$ cat src/rtl/ahb_lite_master_sm.sv
// AHB-Lite single-transfer initiator: turns a valid/ready command stream into
// pipelined NONSEQ/SINGLE transfers and returns one in-order response per command.
module ahb_lite_master_sm #(
   parameter int unsigned AW              = 32,
   parameter bit          CANCEL_ON_ERROR = 1'b1
) (
   input  logic          HCLK,
   input  logic          HRESETn,
   input  logic          cmd_valid,
   output logic          cmd_ready,
   input  logic          cmd_write,
   input  logic [AW-1:0] cmd_addr,
   input  logic [1:0]    cmd_size,
   input  logic [31:0]   cmd_wdata,
   output logic          rsp_valid,
   output logic [31:0]   rsp_rdata,
   output logic          rsp_err,
   output logic          busy,
   output logic [AW-1:0] HADDR,
   output logic [1:0]    HTRANS,
   output logic          HWRITE,
   output logic [2:0]    HSIZE,
   output logic [2:0]    HBURST,
   output logic [31:0]   HWDATA,
   input  logic [31:0]   HRDATA,
   input  logic          HREADY,
   input  logic          HRESP
);

   typedef enum logic [1:0] {
      TRANS_IDLE   = 2'b00,
      TRANS_NONSEQ = 2'b10
   } htrans_e;

   // Address-phase slot; haddr/hwrite/hsize are the bus registers themselves.
   logic          a_valid_q, a_valid_d;
   logic [AW-1:0] haddr_q,   haddr_d;
   logic          hwrite_q,  hwrite_d;
   logic [2:0]    hsize_q,   hsize_d;
   logic [31:0]   a_wdata_q, a_wdata_d;

   // Data-phase slot
   logic          d_valid_q, d_valid_d;
   logic          d_write_q, d_write_d;
   logic [31:0]   hwdata_q,  hwdata_d;

   logic          cancel_q,    cancel_d;
   logic          rsp_valid_q, rsp_valid_d;
   logic          rsp_err_q,   rsp_err_d;
   logic [31:0]   rsp_rdata_q, rsp_rdata_d;

   logic          accept;
   logic          advance;
   logic          promote;
   logic          complete;
   logic [AW-1:0] cmd_haddr;
   logic [2:0]    cmd_hsize;

   // Size 3 is treated as a word; low address bits are cleared to the transfer size.
   always_comb begin
      // NOTE: defaults first so every path assigns every variable and no latch is inferred.
      cmd_haddr = cmd_addr;
      cmd_hsize = 3'b010;
      case (cmd_size)
         2'd0: begin
            cmd_hsize = 3'b000;
         end
         2'd1: begin
            cmd_hsize    = 3'b001;
            cmd_haddr[0] = 1'b0;
         end
         default: begin
            cmd_hsize      = 3'b010;
            cmd_haddr[1:0] = 2'b00;
         end
      endcase
   end

   assign cmd_ready = !a_valid_q || (HREADY && !cancel_q);
   assign accept    = cmd_valid && cmd_ready;
   assign advance   = HREADY && !cancel_q;
   assign promote   = a_valid_q && advance;
   assign complete  = d_valid_q && HREADY;

   always_comb begin
      a_valid_d = accept || (a_valid_q && !advance);
      haddr_d   = haddr_q;
      hwrite_d  = hwrite_q;
      hsize_d   = hsize_q;
      a_wdata_d = a_wdata_q;
      if (accept) begin
         haddr_d   = cmd_haddr;
         hwrite_d  = cmd_write;
         hsize_d   = cmd_hsize;
         a_wdata_d = cmd_wdata;
      end

      d_valid_d = d_valid_q;
      d_write_d = d_write_q;
      hwdata_d  = hwdata_q;
      if (HREADY) begin
         d_valid_d = promote;
         if (promote) begin
            d_write_d = hwrite_q;
            if (hwrite_q) begin
               hwdata_d = a_wdata_q;
            end
         end
      end

      // Withdraw the pending address phase across the second ERROR cycle.
      cancel_d    = HREADY ? 1'b0 : (cancel_q || (CANCEL_ON_ERROR && a_valid_q && HRESP));

      rsp_valid_d = complete;
      rsp_err_d   = complete && HRESP;
      rsp_rdata_d = (complete && !d_write_q) ? HRDATA : 32'd0;
   end

   // NOTE: non-blocking assignments so every flop samples pre-edge values regardless of order.
   always_ff @(posedge HCLK or negedge HRESETn) begin
      if (!HRESETn) begin
         a_valid_q   <= 1'b0;
         haddr_q     <= '0;
         hwrite_q    <= 1'b0;
         hsize_q     <= 3'b010;
         a_wdata_q   <= 32'd0;
         d_valid_q   <= 1'b0;
         d_write_q   <= 1'b0;
         hwdata_q    <= 32'd0;
         cancel_q    <= 1'b0;
         rsp_valid_q <= 1'b0;
         rsp_err_q   <= 1'b0;
         rsp_rdata_q <= 32'd0;
      end else begin
         a_valid_q   <= a_valid_d;
         haddr_q     <= haddr_d;
         hwrite_q    <= hwrite_d;
         hsize_q     <= hsize_d;
         a_wdata_q   <= a_wdata_d;
         d_valid_q   <= d_valid_d;
         d_write_q   <= d_write_d;
         hwdata_q    <= hwdata_d;
         cancel_q    <= cancel_d;
         rsp_valid_q <= rsp_valid_d;
         rsp_err_q   <= rsp_err_d;
         rsp_rdata_q <= rsp_rdata_d;
      end
   end

   assign HTRANS    = (a_valid_q && !cancel_q) ? TRANS_NONSEQ : TRANS_IDLE;
   assign HADDR     = haddr_q;
   assign HWRITE    = hwrite_q;
   assign HSIZE     = hsize_q;
   assign HBURST    = 3'b000;
   assign HWDATA    = hwdata_q;
   assign busy      = a_valid_q || d_valid_q;
   assign rsp_valid = rsp_valid_q;
   assign rsp_err   = rsp_err_q;
   assign rsp_rdata = rsp_rdata_q;

endmodule

$ cat config.mk
export PLATFORM = sky130hd
export DESIGN_NAME = ahb_lite_master_sm
export DESIGN_NICKNAME = d
export VERILOG_FILES = /design/src/rtl/ahb_lite_master_sm.sv
export SDC_FILE = /design/constraint.sdc
export NUM_CORES = 1
export LEC_CHECK = 0
export ABC_AREA = 1
export CORE_ASPECT_RATIO = 1.25
export CORE_UTILIZATION = 40
export CTS_CLUSTER_SIZE = 10
export DETAILED_ROUTE_END_ITERATION = 6
export PLACE_DENSITY = 0.75
export SLEW_MARGIN = 20
export SYNTH_ARGS = -nofsm -noshare
export SYNTH_HDL_FRONTEND = slang
export SYNTH_SLANG_ARGS = --single-unit
$ cat constraint.sdc
create_clock -name HCLK -period 2 [get_ports HCLK]
set_clock_uncertainty 0.2 [all_clocks]
set_input_delay 0.4 -clock HCLK [delete_from_list [all_inputs] [get_ports HCLK]]
set_output_delay 0.4 -clock HCLK [all_outputs]
set_load 0.05 [all_outputs]
==> results.json, run 1 <==
{
  "fin_ws_ns": 0.0768,
  "use_met3_pct": 4.86,
  "powerDensity_nw_per_um2": 1270,
  "finalCritPeriodShare_pct": 96.2,
  "crit_fanout": 9,
  "drt_iter0_markers": 183,
  "gp_congestion": 0.801,
  "cpPeakStageDelay_ns": 0.43,
  "crit_type": "register to primary output",
  "via_count": 4476,
  "use_met2_pct": 34.5,
  "avgSynthCellArea_um2": 9.36,
  "dpl_cell_area_um2": 7420,
  "dr.pass1.iters": 4,
  "status": "completed",
  "yosysUniqueCellTypes": 21,
  "peakVddDrop_mv": 0.599,
  "crit_chain": "inv_2 > nand2_1 > nand2_4 > buf_6",
  "ant_nets": 0,
  "port_buffers": 207,
  "worst-endpoint-arrival_ns": 1.32,
  "dpl.hpwl_um": 9670,
  "die_x_um": 106,
  "die_h_um": 132,
  "clk_path_buf_depth": 2,
  "required_ns": 1.40,
  "fp.dieArea_um2": 13900,
  "worstSkewPairLatency_ns": 0.41,
  "pin_count": 213,
  "hp-class": "input port to asynchronous set/reset pin",
  "cpMaxStageDelayCell": "dfrtp_1",
  "clk_pin_slew_worst_paths_ns": 0.06,
  "grt_pass1_wl_um": 21900,
  "cts_root_buffer": "clkbuf_16",
  "core_area_um2": 13200,
  "crit_buf_inv": 2,
  "finalSetupViolCount": 0,
  "min_period_ns": 1.92,
  "drv_cap": 0,
  "cts_sinks": 137,
  "synth_seq_cells": 137,
  "initial_core_util_pct": 40.9,
  "postCtsSetupBuffers": 0,
  "final-max-slew-violation-count": 0,
  "synthesis.instances": 575,
  "grt_pass1_vias": 4557,
  "area_growth_pct": 49.7,
  "synth_compound_area_share_pct": 0.186,
  "rsz0062_at_grt": "no",
  "wl_per_cell_um": 13.7,
  "num-nets-final": 885,
  "wirelength_um": 13200,
  "synth-adder-area-share_pct": 0,
  "final_area_um2": 8060,
  "final.fill_count": 1127,
  "rows": 47,
  "synth_top_family_by_area": "simple AND/OR/NAND/NOR gates",
  "layout_commonest_cell": "nand2_1",
  "utilization_pct": 61.2,
  "path_delay_family": "flip-flops",
  "yosysWarnings": 0,
  "start_kind": "register",
  "syn_area_um2": 5380,
  "cellLeakagePower_nw": 4.32,
  "drc": 0,
  "n_antenna_cell": 0,
  "cts_max_level": 4,
  "post_drt_via_cell_ratio": 4.64,
  "cts_tree": "done",
  "antenna_found_initial": 0,
  "numCtsBuffers": 17,
  "dp_slack_ns": -0.00805,
  "ys_seq_area_share_pct": 63.7,
  "synthMuxAreaShare_pct": 0,
  "drive_above_1_share_pct": 21.9,
  "layout_common_cells": "208 x nand2_1, 136 x dfrtp_1, 114 x buf_4",
  "fmaxAchievable_mhz": 520,
  "gr-usage-met1_pct": 22.6,
  "synthSimpleGateAreaFrac_pct": 28.1,
  "grt_overflow": 0,
  "top_usage_layer": "met2",
  "end_kind": "primary output",
  "track_usage_pct": 19.9,
  "synth_xor_area_share_pct": 0,
  "hold_violations": 0,
  "grt_max_degree": 63
}
## cells by family after synthesis
family | after synthesis
AOI/OAI and AO/OA | 2
buffers and inverters | 87
DFF | 137
other | 1
and+or+nand+nor | 348
## metrics by stage
step	power, mW	TNS [ns]	instances	hold WS [ns]
finish	10.2	0	965	0.264
global route	10.7	0	965	0.291
CTS	10.3	0	965	0.270
detailed placement	7.07	-0.0128	932	0.132
global placement	7.00	0	932	0.127
floorplan	5.80	0	579	-0.0956
## cell type report
class / instances / area, µm² / area share (%)
flip-flops and latches: 137 / 3430 / 42.6
repair buffers: 228 / 2080 / 25.9
multi-input cells: 355 / 1550 / 19.2
clock buffers: 20 / 457 / 5.67
well taps: 171 / 214 / 2.66
clock inverters: 12 / 165 / 2.05
inverters: 42 / 158 / 1.96
## worst paths after layout
path	start	end	slack [ns]	cells after the start
setup reg to reg	a_valid_q	HWDATA[4]	0.38	5
max in group asynchronous	HRESETn	a_wdata_q[18]	0.67	3
min in group HCLK	d_write_q	d_write_q	0.27	2
setup / recovery	cancel_q	cmd_ready	0.08	4
hold reg to reg	d_write_q	d_write_q	0.27	2
hold / removal	HRESETn	a_wdata_q[5]	0.26	2
## sequential cells by signal, indices dropped and copies added (netlist names)
signal     flops
HADDR         32
HSIZE          2
HWDATA        32
HWRITE         1
a_valid_q      1
a_wdata_q     32
cancel_q       1
d_valid_q      1
d_write_q      1
rsp_err        1
rsp_rdata     32
rsp_valid      1
## metal layers
metal	wire length [µm]	vias up	part of all wire, %
met5	0	-	0
met4	401	0	3.0
met3	811	29	6.1
met2	6810	159	51
met1	5220	2089	39
li1	-	2199	-
## worst reg2reg max path, delay by kind of cell, from the launching register on
kind	cells	cell delay, ns
buf+inv	2	0.52
simple gates	3	0.31
flops	1	0.47
## repair_timing
item,in CTS,in global routing
hold buffers,1,0
cloned,0,0
endpoints found under the hold margin,37,0
gates resized for setup,1,1
endpoints found under the setup margin,1,1
## synth_stat cells, drive strengths merged
master / instances / area, µm²
clkbuf: 11 / 41.3
dfstp: 1 / 26.3
conb: 1 / 3.75
buf: 34 / 228
nand2: 210 / 793
nor2: 37 / 171
o21ai: 1 / 5.00
nand3: 67 / 335
nand4: 32 / 200
a21oi: 1 / 5.00
dfrtp: 136 / 3400
nand3b: 1 / 7.51
or2: 1 / 6.26
inv: 42 / 158
## report_power, final
group | leakage (nW) | internal, mW | switching [mW]
sequential | 1.75 | 3.32 | 0.321
combinational | 2.28 | 1.04 | 2.34
clock | 0.293 | 2.04 | 1.19
total | 4.32 | 6.40 | 3.85
(Power assumes the default switching activity.)
==> run 2: changes to the inputs <==
Settings changed: SLEW_MARGIN 20 to 25.
==> results of run 2 <==
Same layout as run 1: the final DEF is identical, and so are final timing and power.
==> run 3: changes to the inputs <==
Settings changed: CORE_MARGIN set to 2.
==> run 3 against run 2 <==
Compared with the run above:
- sequential power hardly changed
- power is 1.1% higher
- final area is 0.29% higher
- largest cell class unchanged
- highest routed layer unchanged
==> results.json, run 3 (synthesized netlist as in run 1, its figures left out) <==
{
  "utilization_pct": 61.4,
  "start_kind": "register",
  "worst-endpoint-arrival_ns": 1.30,
  "via_count": 4553,
  "post_drt_via_cell_ratio": 4.71,
  "port_buffers": 207,
  "cpPeakStageDelay_ns": 0.45,
  "rows": 47,
  "end_kind": "primary output",
  "finalSetupViolCount": 0,
  "drc": 0,
  "dpl.hpwl_um": 9770,
  "grt_pass1_wl_um": 21700,
  "ant_nets": 0,
  "powerDensity_nw_per_um2": 1280,
  "required_ns": 1.40,
  "die_h_um": 134,
  "clk_path_buf_depth": 2,
  "antenna_found_initial": 0,
  "final_area_um2": 8080,
  "cts_sinks": 137,
  "drv_cap": 0,
  "hold_ws_ns": 0.101,
  "core_area_um2": 13200,
  "area_growth_pct": 50.1,
  "layout_common_cells": "208 x nand2_1, 135 x dfrtp_1, 115 x buf_4",
  "wl_per_cell_um": 13.9,
  "n_antenna_cell": 0,
  "fin_cells": 966,
  "num-nets-final": 886,
  "fin_ws_ns": 0.101,
  "cpMaxStageDelayCell": "dfrtp_1",
  "cts_root_buffer": "clkbuf_16",
  "min_period_ns": 1.90,
  "cts_max_level": 4,
  "fp.dieArea_um2": 14400,
  "fmaxAchievable_mhz": 527,
  "final-max-slew-violation-count": 0,
  "pin_count": 213,
  "dpl_cell_area_um2": 7410,
  "cts_tree": "done",
  "peakVddDrop_mv": 0.638,
  "grt_overflow": 0,
  "gp_congestion": 0.777,
  "dp_cells": 931,
  "grt_pass1_vias": 4436,
  "dr.pass1.iters": 6,
  "dp_slack_ns": -0.0405,
  "crit_type": "register to primary output",
  "finalCritPeriodShare_pct": 95.0,
  "hp-class": "input port to register",
  "wirelength_um": 13500,
  "track_usage_pct": 19.3,
  "numCtsBuffers": 17,
  "cellLeakagePower_nw": 4.34,
  "crit_fanout": 4,
  "initial_core_util_pct": 40.9,
  "grt_max_degree": 45,
  "rsz0062_at_grt": "no",
  "status": "completed",
  "layout_commonest_cell": "nand2_1",
  "worstSkewPairLatency_ns": 0.41,
  "clk_pin_slew_worst_paths_ns": 0.06,
  "die_x_um": 108,
  "drt_iter0_markers": 262,
  "crit_chain": "inv_2 > nand2_1 > nand2_2 > buf_6",
  "hold_violations": 0,
  "drive_above_1_share_pct": 22.3
}
run 3: metrics by stage:
step | total power, mW | setup TNS [ns]
after detailed placement | 7.07 | -0.677
final | 10.4 | 0
after global routing | 10.8 | 0
after global placement | 7.00 | -0.00866
after CTS | 10.5 | 0
after floorplan | 5.80 | 0
run 3: layout make-up:
cell class,count,area (µm²)
clock buffers,17,425
flip-flops and latches,137,3430
multi-input cells,355,1550
clock inverters,15,214
inverters,42,158
repair buffers,229,2090
fillers,1110,5090
well taps,171,214
run 3: power by group:
group	switching [mW]	internal [mW]	leakage [nW]
Clock	1.23	2.12	0.299
Sequential	0.313	3.32	1.75
Combinational	2.34	1.04	2.29
run 3: final timing paths:
check | from | to | slack (ns) | cells past startpoint
worst max-delay path | cancel_q | cmd_ready | 0.10 | 4
worst max register to register | cancel_q | a_wdata_q[15] | 0.41 | 6
min in group asynchronous | HRESETn | HWDATA[14] | 0.26 | 2
max in group asynchronous | HRESETn | HADDR[6] | 0.71 | 3
worst min register to register | a_wdata_q[18] | a_wdata_q[18] | 0.27 | 2
worst min-delay path | cmd_valid | a_wdata_q[31] | 0.10 | 3
run 3: worst max-delay path, delay by kind of cell, from the launching register on:
kind                   cells  cell delay, ns
and+or+nand+nor            2            0.19
DFF                        1            0.45
buffers and inverters      2            0.26
run 3: timing repair:
item	CTS	global route
gates resized for setup	2	1
endpoints found under the hold margin	37	0
setup buffers	0	2
hold buffers	1	0
endpoints found under the setup margin	3	3
run 3: layer usage:
layer  part of all wire, %  track usage (%)  vias up
li1                      -                -     2217
met5                     0                0        -
met4                   1.5             7.12        0
met3                   7.5             6.02       17
met1                    39             22.3     2131
met2                    52             33.4      188
